==> src/rtl/seg_scan_decoder.sv <==
// Recovers hex digits from a multiplexed 8-digit 7-segment scan and emits whole frames over valid/ready.
// Define SEG_SCAN_DECODER_ERRCNT_EN to build the saturating illegal-anode event counter.
module seg_scan_decoder #(
  parameter int SETTLE = 4
) (
  input  logic        clk,
  input  logic        reset,
  input  logic [7:0]  an,
  input  logic [6:0]  seg,
  input  logic        out_ready,
  output logic [31:0] digits,
  output logic [7:0]  blank,
  output logic        out_valid,
  output logic        overflow,
  output logic [7:0]  err_cnt
);

  typedef enum logic [1:0] {S_IDLE, S_SETTLE, S_HOLD} state_t;

  state_t      state, state_n;
  logic [7:0]  cnt, cnt_n;
  logic [7:0]  an_q;
  logic [6:0]  seg_q;
  logic [7:0]  seen, seen_cap;
  logic [31:0] shadow, shadow_nxt;
  logic [7:0]  shadow_blank, shblank_nxt;
  logic        an_legal, an_illegal, same, an_moved, cnt_reached;
  logic        capture, frame_done;
  logic [3:0]  glyph_val;
  logic        glyph_blank;

  assign an_legal    = ($countones(~an) == 1);
  assign an_illegal  = ($countones(~an) > 1);
  assign same        = (an == an_q) && (seg == seg_q);
  assign an_moved    = (an != an_q);
  assign cnt_reached = ({1'b0, cnt} + 9'd1) >= 9'(SETTLE);

  always_comb begin
    {glyph_blank, glyph_val} = 5'h10;
    case (seg)
      7'h40: {glyph_blank, glyph_val} = 5'h00;
      7'h79: {glyph_blank, glyph_val} = 5'h01;
      7'h24: {glyph_blank, glyph_val} = 5'h02;
      7'h30: {glyph_blank, glyph_val} = 5'h03;
      7'h19: {glyph_blank, glyph_val} = 5'h04;
      7'h12: {glyph_blank, glyph_val} = 5'h05;
      7'h02: {glyph_blank, glyph_val} = 5'h06;
      7'h78: {glyph_blank, glyph_val} = 5'h07;
      7'h00: {glyph_blank, glyph_val} = 5'h08;
      7'h10: {glyph_blank, glyph_val} = 5'h09;
      7'h08: {glyph_blank, glyph_val} = 5'h0A;
      7'h03: {glyph_blank, glyph_val} = 5'h0B;
      7'h46: {glyph_blank, glyph_val} = 5'h0C;
      7'h21: {glyph_blank, glyph_val} = 5'h0D;
      7'h06: {glyph_blank, glyph_val} = 5'h0E;
      7'h0E: {glyph_blank, glyph_val} = 5'h0F;
      default: {glyph_blank, glyph_val} = 5'h10;
    endcase
  end

  always_ff @(posedge clk or negedge reset) begin
    if (!reset) begin
      state <= S_IDLE;
      cnt   <= '0;
      an_q  <= 8'hFF;
      seg_q <= '0;
    end else begin
      state <= state_n;
      cnt   <= cnt_n;
      an_q  <= an;
      seg_q <= seg;
    end
  end

  // The first cycle a legal anode is seen counts as one settled cycle.
  always_comb begin
    state_n = state;
    cnt_n   = cnt;
    if (an_illegal) begin
      state_n = S_IDLE;
      cnt_n   = '0;
    end else begin
      case (state)
        S_IDLE: if (an_legal) begin
          state_n = S_SETTLE;
          cnt_n   = 8'd1;
        end
        S_SETTLE: begin
          if (!an_legal) begin
            state_n = S_IDLE;
            cnt_n   = '0;
          end else if (!same) begin
            cnt_n = 8'd1;
          end else if (cnt_reached) begin
            state_n = S_HOLD;
          end else begin
            cnt_n = cnt + 8'd1;
          end
        end
        S_HOLD: if (an_moved) begin
          state_n = an_legal ? S_SETTLE : S_IDLE;
          cnt_n   = an_legal ? 8'd1 : 8'd0;
        end
        default: begin
          state_n = S_IDLE;
          cnt_n   = '0;
        end
      endcase
    end
  end

  always_comb begin
    capture = (state == S_SETTLE) && an_legal && same && cnt_reached;
  end

  always_comb begin
    shadow_nxt  = shadow;
    shblank_nxt = shadow_blank;
    for (int i = 0; i < 8; i++) begin
      if (capture && !an[i]) begin
        shadow_nxt[4*i +: 4] = glyph_val;
        shblank_nxt[i]       = glyph_blank;
      end
    end
  end

  assign seen_cap   = capture ? (seen | ~an) : seen;
  assign frame_done = capture && (&seen_cap);

  always_ff @(posedge clk or negedge reset) begin
    if (!reset) begin
      seen         <= '0;
      shadow       <= '0;
      shadow_blank <= '0;
      digits       <= '0;
      blank        <= 8'hFF;
      out_valid    <= 1'b0;
      overflow     <= 1'b0;
    end else begin
      shadow       <= shadow_nxt;
      shadow_blank <= shblank_nxt;
      seen         <= frame_done ? 8'h00 : seen_cap;
      if (frame_done) begin
        digits    <= shadow_nxt;
        blank     <= shblank_nxt;
        out_valid <= 1'b1;
        // An unaccepted frame being replaced is lost; remember it until reset.
        if (out_valid && !out_ready) overflow <= 1'b1;
      end else if (out_valid && out_ready) begin
        out_valid <= 1'b0;
      end
    end
  end

`ifdef SEG_SCAN_DECODER_ERRCNT_EN
  logic prev_illegal;
  assign prev_illegal = ($countones(~an_q) > 1);

  always_ff @(posedge clk or negedge reset) begin
    if (!reset) begin
      err_cnt <= '0;
    end else if (an_illegal && !prev_illegal && err_cnt != 8'hFF) begin
      err_cnt <= err_cnt + 8'd1;
    end
  end
`else
  assign err_cnt = 8'h00;
`endif

endmodule

==> config.mk <==
export PLATFORM = sky130hd
export DESIGN_NAME = seg_scan_decoder
export DESIGN_NICKNAME = d
export VERILOG_FILES = /design/src/rtl/seg_scan_decoder.sv
export SDC_FILE = /design/constraint.sdc
export NUM_CORES = 1
export LEC_CHECK = 0
export ABC_AREA = 1
export CAP_MARGIN = 10
export CELL_PAD_IN_SITES_DETAIL_PLACEMENT = 0
export CELL_PAD_IN_SITES_GLOBAL_PLACEMENT = 1
export CORE_ASPECT_RATIO = 1.2
export CORE_MARGIN = 1
export CORE_UTILIZATION = 45
export CTS_CLUSTER_SIZE = 25
export DETAILED_ROUTE_END_ITERATION = 16
export PLACE_DENSITY_LB_ADDON = 0.1
export SLEW_MARGIN = 15
export SYNTH_ARGS = -nofsm -noshare
export SYNTH_HDL_FRONTEND = slang
export SYNTH_SLANG_ARGS = --single-unit
==> constraint.sdc <==
create_clock -name clk -period 4.6 [get_ports clk]
set_input_delay 1.15 -clock clk [delete_from_list [all_inputs] [get_ports clk]]
set_output_delay 1.15 -clock clk [all_outputs]
set_load 0.03 [all_outputs]
==> flow_summary.yaml, run 1 <==
place:
  post-place-ws_ns: -1.00
  gp_congestion: 0.801
  port_buffers: 59
  placed_area_um2: 6590
  dpl.hpwl_um: 8480
floorplan:
  top_level_ports: 68
  fp.dieW_um: 102
  start_util_pct: 46.6
  core-area_um2: 11600
  die_y_um: 122
  die_area_um2: 12500
  num_rows: 43
finish:
  area_growth_pct: 40.8
  fill_cells: 988
  regArea_um2: 2900
  drive_gt1_share_pct: 24.3
  final_cell_mix: "224 x nand2_1, 99 x dfrtp_1, 64 x inv_1"
  final_common_cell: "nand2_1"
  fin_area_um2: 7630
  fin_nets: 800
  multiInputGateArea_um2: 2360
  diodes: 0
  final_util_pct: 65.6
drt:
  drcViolationCount: 0
  via_per_inst: 4.94
  routed_wirelength_um: 13200
  via_count: 4656
  drtAntennaViolNets: 0
  drt_iter0_drc: 179
  wl_per_cell_um: 14.0
  dr.pass1.iters: 5
worst_setup_path:
  slowest_delay_ns: 0.54
  worstPathRequired_ns: 4.90
  crit_chain: "buf_6, fa_1, inv_2, fa_1, fa_1, ha_2, inv_2, fa_2, nor3_2, nand2_1, nand2_1, nand4_1, nor2_8, buf_12, buf_12, nand3_4, nand2_4, nand2_4, nor2_4, nand3_4, buf_12, buf_16, nand2_1, nand2_1"
  critical_path_class: "input pin to flop"
  worst-path-buf-inv: 7
  end_kind: "flop"
  cp_slowest_cell: "fa_1"
  cpLargestDelayFamily: "adder cells"
  cp.arrival_ns: 5.13
  crit_path_start_kind: "input pin"
  cpMostUsedCell: "nand2_1"
  critical_path_peak_fanout: 12
clocking:
  cts_tree: "done"
  clk_pin_slew_ns: 0.05
  htree_levels: 4
  cts-hold-fix-buffers: 0
  cts.sinks: 115
  root_buffer: "clkbuf_16"
  cts_buffers: 17
  clk_latency_ns: 0.41
  clk_path_buf_depth: 2
yosys:
  syn_area_per_cell_um2: 8.41
  syn_inst: 644
  yosys_warnings: 0
  ys_ff_latch: 115
  synth_area_um2: 5420
  ys_types: 35
  synth_seq_area_share_pct: 53.5
grt:
  grt-ovfl-total: 0
  met2_usage_pct: 37.3
  globalRouteTotalUtil_pct: 23.1
  grtUsageMet1_pct: 31.2
  grt_pass1_vias: 4431
  grt_start_max_net_pins: 73
  grt_pass1_wl_um: 21800
  groute.layer.met3.usage_pct: 4.73
  grt.busiest_layer: "met2"
  antenna_found_initial: 0
sta:
  fin_crit_sh_pct: 105
  setup_viol: 51
  setup_tns_ns: -9.54
  skew_ns: 0.00618
  relSlewSlack_pct: 37.2
  rsz0062_at_grt: "true"
  finalCriticalPeriod_ns: 4.83
  drv_slew: 0
  finalWorstSetupSlack_ns: -0.233
  fmax_mhz: 207
  hold_viol: 0
  tightest_slew_ns: 0.942
power:
  p_total_w: 0.00254
  peakVddDrop_mv: 0.256
  power_density_nw_per_um2: 333
  leakage_nw: 3.92
run_status:
  outcome: "finished with violations"
  violations: "setup timing"
flow_run:
  maxCapViolCount: 0
min_path:
  hp-class: "flop to flop"
[registers in the layout, summed over array words and instances (netlist names)]
name,cells
out_valid,1
an_q,8
shadow,32
seen,8
shadow_blank,8
seg_q,7
overflow,1
state,2
blank,8
cnt,8
digits,32
[timing repair]
action,in CTS,in global routing
resized for setup,37,53
cloned,5,0
pin swaps,6,6
setup endpoints to repair,98,68
setup buffers,13,2
[layout make-up]
type | instances | area share [%]
multi-input cells | 440 | 31.0
clock buffers | 23 | 6.14
inverters | 72 | 3.54
well taps | 157 | 2.58
flip-flops and latches | 115 | 38.0
repair buffers | 127 | 17.4
clock inverters | 9 | 1.39
[metal layers]
metal	wire (um)	vias up	part of all wire (%)
met1	5930	2233	45
li1	-	2302	-
met2	6600	108	50
met3	564	13	4.3
met4	141	0	1.1
met5	0	-	0
[cell families after synthesis]
group	after synthesis	synth area share, %
adder cells (fa/ha/maj)	9	2.63
other	1	0.0692
XOR/XNOR	2	0.323
AND/OR/NAND/NOR	380	31.3
buffers and inverters	97	8.01
AO/OA/AOI/OAI	40	4.23
flip-flops	115	53.5
[worst register-to-register path: stages, from the launching register on]
cell	delay, ns
dfrtp_1	0.39
ha_1	0.25
nand2_1	0.11
o21ai_0	0.18
nand2_1	0.07
nand2_1	0.07
nor2_1	0.06
nand2_2	0.34
nand3_4	0.14
nand2_4	0.08
nand2_2	0.06
nor2_4	0.12
buf_4	0.13
nand3_4	0.08
buf_12	0.16
buf_16	0.15
nand2_1	0.06
nand2_1	0.04
[final timing paths]
path                                               end            startpoint  slack [ns]  cells after the start
max in group asynchronous         blank[7]$_DFFE_PN1P_                 reset        2.90                      2
min in group asynchronous           cnt[5]$_DFFE_PN0P_                 reset        0.87                      1
worst max register to register  digits[12]$_DFFE_PN0P_    cnt[1]$_DFFE_PN0P_        2.02                     17
worst min-delay path              blank[3]$_DFFE_PN1P_  blank[3]$_DFFE_PN1P_        0.46                      2
worst min register to register    blank[3]$_DFFE_PN1P_  blank[3]$_DFFE_PN1P_        0.46                      2
worst max-delay path            digits[12]$_DFFE_PN0P_                 an[0]       -0.23                     24
[stage by stage]
step,hold slack (ns),instances
2_1_floorplan,0.445,651
3_5_place_dp,0.453,892
5_1_grt,0.480,943
4_1_cts,0.461,941
6_report,0.459,943
3_3_place_gp,0.452,892
[power breakdown]
group          switching (W)  internal (W)
clock network       0.000455      0.000823
registers         0.00000731       0.00103
logic               0.000129     0.0000946
total               0.000591       0.00195
[Yosys cell counts, drive strengths merged]
cell / instances / area, um2
a21boi: 8 / 60.1
a21oi: 4 / 23.8
a31oi: 1 / 6.26
and2: 2 / 12.5
and3: 1 / 6.26
buf: 20 / 145
clkbuf: 5 / 18.8
conb: 1 / 3.75
dfrtp: 99 / 2480
dfstp: 16 / 420
fa: 4 / 80.1
ha: 5 / 62.6
inv: 72 / 270
nand2: 259 / 977
nand3: 25 / 173
nand4: 49 / 307
nor2: 36 / 171
nor3: 7 / 40.0
nor3b: 1 / 7.51
o21a: 1 / 7.51
o21ai: 25 / 125
o22ai: 1 / 6.26
xnor2: 2 / 17.5
Note: power is estimated with default switching activity, not from simulation.
==> run 2: changes to the inputs <==
--- a/config.mk
+++ b/config.mk
@@ -15,6 +15,8 @@
 export CTS_CLUSTER_SIZE = 25
 export DETAILED_ROUTE_END_ITERATION = 16
 export PLACE_DENSITY_LB_ADDON = 0.1
+export RECOVER_POWER = 25
+export SKIP_LAST_GASP = 1
 export SLEW_MARGIN = 15
 export SYNTH_ARGS = -nofsm -noshare
 export SYNTH_HDL_FRONTEND = slang
==> run 2 against run 1 <==
The flow finishes with violations (capacitance limit, slew limit, setup timing); power barely moved; non-clock buffer count did not move; first-iteration DRC count up 5.6%; maximum frequency unchanged; register-to-register slack is essentially flat; sequential power barely moved; sequential share of layout area is 0.24 points higher; highest routed layer unchanged; routed wire length is 0.27% lower; largest power group unchanged.
==> flow_summary.yaml, run 2 (same netlist as run 1, synthesis figures left out) <==
run_status:
  outcome: "finished with violations"
  violations: "capacitance limit, slew limit, setup timing"
worst_setup_path:
  reg2regPathDepth: 17
  crit_path_start_kind: "input pin"
  cpMostUsedCell: "nand2_1"
  critical_path_class: "input pin to flop"
  crit_chain: "buf_6, fa_1, inv_2, fa_1, fa_1, ha_2, inv_2, fa_2, nor3_2, nand2_1, nand2_1, nand4_1, nor2_8, buf_12, buf_12, nand3_4, nand2_4, nand2_4, nor2_4, nand3_4, buf_12, buf_16, nand2_1, nand2_1"
  slowest_delay_ns: 0.54
  cp.arrival_ns: 5.13
  critical_path_peak_fanout: 12
  end_kind: "flop"
  worstPathRequired_ns: 4.89
  cp_slowest_cell: "fa_1"
power:
  peakVddDrop_mv: 0.256
  internal_power_w: 0.00194
  p_sw_share_pct: 23.3
  power_frac_clock_pct: 50.4
  leakage_nw: 3.92
  combPwrFrac_pct: 8.7
  power_density_nw_per_um2: 334
  seqPwrFrac_pct: 40.9
  p_sw_w: 0.000591
drt:
  wl_per_cell_um: 14.0
  drcViolationCount: 0
  drt_iter0_drc: 189
  drtAntennaViolNets: 0
  routed_wirelength_um: 13200
  via_per_inst: 4.95
  via_count: 4668
  dr.pass1.iters: 4
finish:
  fin_nets: 800
  reg_top3: "digits: 32 flops, shadow: 32 flops"
  final_common_cell: "nand2_1"
  diodes: 0
  final_cell_mix: "235 x nand2_1, 99 x dfrtp_1, 65 x inv_1"
  area_growth_pct: 39.9
  drive_gt1_share_pct: 22.3
  instances_no_fill: 943
clocking:
  htree_levels: 4
  cts_tree: "done"
  root_buffer: "clkbuf_16"
  cts.sinks: 115
  clk_latency_ns: 0.41
  cts_buffers: 17
  cts-hold-fix-buffers: 0
  clk_pin_slew_ns: 0.05
  clk_path_buf_depth: 2
sta:
  drv_slew: 72
  fmax_mhz: 207
  finalWorstSetupSlack_ns: -0.233
  finalCriticalPeriod_ns: 4.83
  skew_ns: 0.00660
  fin_crit_sh_pct: 105
  setup_viol: 51
  relSlewSlack_pct: -23.6
  rsz0062_at_grt: "true"
  hold_viol: 0
  tightest_slew_ns: 1.85
floorplan:
  die_area_um2: 12500
  core-area_um2: 11600
  start_util_pct: 46.6
  num_rows: 43
  fp.dieW_um: 102
  top_level_ports: 68
  die_y_um: 122
grt:
  grt_pass1_vias: 4431
  antenna_found_initial: 0
  grt_pass1_wl_um: 21800
  grt-ovfl-total: 0
  grt_start_max_net_pins: 73
  globalRouteTotalUtil_pct: 23.1
place:
  port_buffers: 59
  dpl.hpwl_um: 8480
  placed_cells: 892
  gp_congestion: 0.801
  post-place-ws_ns: -1.00
min_path:
  hp-class: "flop to flop"
  hold_depth: 2
flow_run:
  maxCapViolCount: 1
## run 2: cell types whose count changed in the layout (fill, tap and decap cells not counted), moves of 3 or more
cell,change
dlygate4sd3_1,+7
clkdlybuf4s50_1,-7
nand2_2,-11
clkbuf_1,+3
nand2_1,+11
buf_4,-3
## run 2: routing by layer
| metal | vias to the layer above | GRT usage, % | wire (um) |
|---|---|---|---|
| met1 | 2255 | 31.2 | 6040 |
| met5 | - | 0 | 0 |
| li1 | 2303 | - | - |
| met2 | 97 | 37.3 | 6570 |
| met3 | 13 | 4.73 | 447 |
| met4 | 0 | 7.50 | 141 |
## run 2: through the flow
stage          area, um2  power (W)  hold slack, ns  TNS [ns]  utilization (%)
2_1_floorplan       5530    0.00117           0.445    -12.78                -
3_3_place_gp        6590    0.00127           0.452    -68.17             56.7
3_5_place_dp        6590    0.00127           0.453    -77.90             56.7
4_1_cts             7470    0.00255           0.461     -7.95             64.3
5_1_grt             7580    0.00263           0.480    -20.61             65.2
6_report            7580    0.00254           0.459     -9.49             65.2
## run 2: path summary, 6_finish.rpt
path                                           start                     end  slack [ns]
worst min register to register  blank[3]$_DFFE_PN1P_    blank[3]$_DFFE_PN1P_        0.46
min in group asynchronous                      reset      cnt[5]$_DFFE_PN0P_        1.23
worst min-delay path            blank[3]$_DFFE_PN1P_    blank[3]$_DFFE_PN1P_        0.46
worst max register to register    cnt[0]$_DFFE_PN0P_  digits[15]$_DFFE_PN0P_        2.02
max in group asynchronous                      reset    shadow[13]$_DFF_PN0_        2.25
worst max-delay path                           an[0]  digits[15]$_DFFE_PN0P_       -0.23
## run 2: power groups by stage
stage	Clock (W)	Combinational (W)	Sequential, W
finish	0.00128	0.000220	0.00104
global route	0.00135	0.000248	0.00104
CTS	0.00130	0.000221	0.00104
detailed placement	0	0.000220	0.00105
global placement	0	0.000214	0.00105
floorplan	0	0.000116	0.00105
## run 2: layout make-up
| type | instances | area, um2 |
|---|---|---|
| Multi-Input combinational cell | 440 | 2330 |
| Tap cell | 157 | 196 |
| Clock buffer | 23 | 468 |
| Clock inverter | 9 | 106 |
| Timing Repair Buffer | 127 | 1310 |
| Fill cell | 988 | 4040 |
| Sequential cell | 115 | 2900 |
| Inverter | 72 | 270 |
## run 2: critical path: cells and delay by family
family,cells,cell delay (ns)
simple gates,12,1.23
fa+ha+maj,5,2.02
buf+inv,7,0.74
## run 2: repair_timing
item,4_1_cts,5_1_grt
resized for setup,36,39
setup endpoints to repair,98,68
pin swaps,6,6
buffers inserted,13,2
cloned,5,0
==> run 3: changes to the inputs <==
--- a/config.mk
+++ b/config.mk
@@ -14,6 +14,7 @@
 export CORE_UTILIZATION = 45
 export CTS_CLUSTER_SIZE = 25
 export DETAILED_ROUTE_END_ITERATION = 16
+export MAX_ROUTING_LAYER = met4
 export PLACE_DENSITY_LB_ADDON = 0.1
 export RECOVER_POWER = 25
 export SKIP_LAST_GASP = 1
==> run 3 against run 2 <==
The run still ends with capacitance limit, slew limit, setup timing left; sequential power barely moved; routed wire length fell by 0.42%; via count down 0.45%; critical path depth unchanged; worst setup slack gained 0.0062 ns; critical path type unchanged.
==> flow_summary.yaml, run 3 (same netlist as run 1, synthesis figures left out) <==
grt:
  grt_start_max_net_pins: 73
  grt_pass1_vias: 4418
  globalRouteTotalUtil_pct: 23.8
  antenna_found_initial: 0
  grt-ovfl-total: 0
  grt_pass1_wl_um: 21800
clocking:
  cts_tree: "done"
  cts.sinks: 115
  root_buffer: "clkbuf_16"
  clk_path_buf_depth: 2
  clk_latency_ns: 0.41
  clk_pin_slew_ns: 0.05
  htree_levels: 4
  cts_buffers: 17
place:
  placed_area_um2: 6590
  post-place-ws_ns: -1.00
  port_buffers: 59
  dpl.hpwl_um: 8480
  gp_congestion: 0.812
floorplan:
  fp.dieW_um: 102
  num_rows: 43
  core-area_um2: 11600
  top_level_ports: 68
  die_y_um: 122
  die_area_um2: 12500
  start_util_pct: 46.6
worst_setup_path:
  worst-path-buf-inv: 7
  slowest_delay_ns: 0.54
  end_kind: "flop"
  crit_path_start_kind: "input pin"
  crit_chain: "buf_6, fa_1, inv_2, fa_1, fa_1, ha_2, inv_2, fa_2, nor3_2, nand2_1, nand2_1, nand4_1, nor2_8, buf_12, buf_12, nand3_4, nand2_4, nand2_4, nor2_4, nand3_4, buf_12, buf_16, nand2_1, nand2_1"
  cp_slowest_cell: "fa_1"
  critical_path_class: "input pin to flop"
  worstPathRequired_ns: 4.89
  critical_path_peak_fanout: 12
  cpLargestDelayFamily: "adder cells"
  cpMostUsedCell: "nand2_1"
  cp.arrival_ns: 5.12
drt:
  wl_per_cell_um: 13.9
  routed_wirelength_um: 13100
  via_count: 4647
  drtAntennaViolNets: 0
  drcViolationCount: 0
  dr.pass1.iters: 5
  drt_iter0_drc: 192
  via_per_inst: 4.93
sta:
  rsz0062_at_grt: "true"
  fin_crit_sh_pct: 105
  tightest_slew_ns: 1.84
  setup_viol: 51
  finalCriticalPeriod_ns: 4.83
  hold_viol: 0
  finalWorstSetupSlack_ns: -0.227
  relSlewSlack_pct: -22.6
  drv_slew: 72
  skew_ns: 0.00679
  fmax_mhz: 207
min_path:
  hp-class: "flop to flop"
finish:
  area_growth_pct: 39.9
  final_common_cell: "nand2_1"
  multiInputGateArea_um2: 2330
  drive_gt1_share_pct: 22.3
  final_cell_mix: "235 x nand2_1, 99 x dfrtp_1, 65 x inv_1"
  regArea_um2: 2900
  fin_area_um2: 7580
  diodes: 0
  reg_top3: "digits: 32 flops, shadow: 32 flops"
  fin_nets: 800
  fill_cells: 988
run_status:
  outcome: "finished with violations"
  violations: "capacitance limit, slew limit, setup timing"
power:
  peakVddDrop_mv: 0.255
  leakage_nw: 3.92
  power_density_nw_per_um2: 334
flow_run:
  maxCapViolCount: 1
==> run 3: repair_timing <==
action,CTS,global route
endpoints found under the setup margin,98,68
hold buffers,0,0
resized for setup,36,39
gates cloned,5,0
pin swaps,6,6
setup buffers,13,2
hold endpoints to repair,0,0
==> run 3: area by class of cell <==
cell class	count	area share, %
Clock buffer	23	6.17
Clock inverter	9	1.40
Multi-Input combinational cell	440	30.8
Inverter	72	3.57
Tap cell	157	2.59
Timing Repair Buffer	127	17.2
Sequential cell	115	38.2
==> run 3: metrics by stage <==
stage / std cells / total power, W / setup TNS (ns) / hold WS, ns / utilization, %
floorplan: 651 / 0.00117 / -12.78 / 0.445 / -
global placement: 892 / 0.00127 / -68.17 / 0.452 / 56.7
detailed placement: 892 / 0.00127 / -77.90 / 0.453 / 56.7
CTS: 941 / 0.00255 / -7.95 / 0.461 / 64.3
global route: 943 / 0.00264 / -20.68 / 0.480 / 65.2
finish: 943 / 0.00253 / -9.26 / 0.459 / 65.2
==> run 3: path summary, 6_finish.rpt <==
| check | slack, ns | depth (start not counted) | endpoint | start |
|---|---|---|---|---|
| worst max register to register | 2.03 | 17 | digits[15]$_DFFE_PN0P_ | cnt[0]$_DFFE_PN0P_ |
| max in group asynchronous | 2.26 | 1 | shadow[12]$_DFF_PN0_ | reset |
| worst min-delay path | 0.46 | 2 | blank[3]$_DFFE_PN1P_ | blank[3]$_DFFE_PN1P_ |
| worst max-delay path | -0.23 | 24 | digits[15]$_DFFE_PN0P_ | an[0] |
| min in group asynchronous | 1.23 | 1 | cnt[5]$_DFFE_PN0P_ | reset |
| worst min register to register | 0.46 | 2 | blank[3]$_DFFE_PN1P_ | blank[3]$_DFFE_PN1P_ |
==> run 3: per-layer routing <==
metal | share of wire (%) | GRT usage (%) | vias up | routed length [um]
met5 | 0 | - | - | 0
li1 | - | - | 2300 | -
met4 | 1.1 | 7.50 | 0 | 151
met2 | 50 | 37.2 | 101 | 6520
met3 | 3.6 | 4.50 | 15 | 467
met1 | 46 | 31.4 | 2231 | 6000
==> run 3: worst min-delay path, cell delays in order, from the launching register on <==
cell	delay [ns]
dfstp_2	0.37
nand2_1	0.05
nand2_1	0.04
==> run 3: power breakdown <==
group          internal [W]  switching, W
Combinational     0.0000921      0.000128
Sequential          0.00103    0.00000736
Clock              0.000823      0.000455
Total               0.00194      0.000590
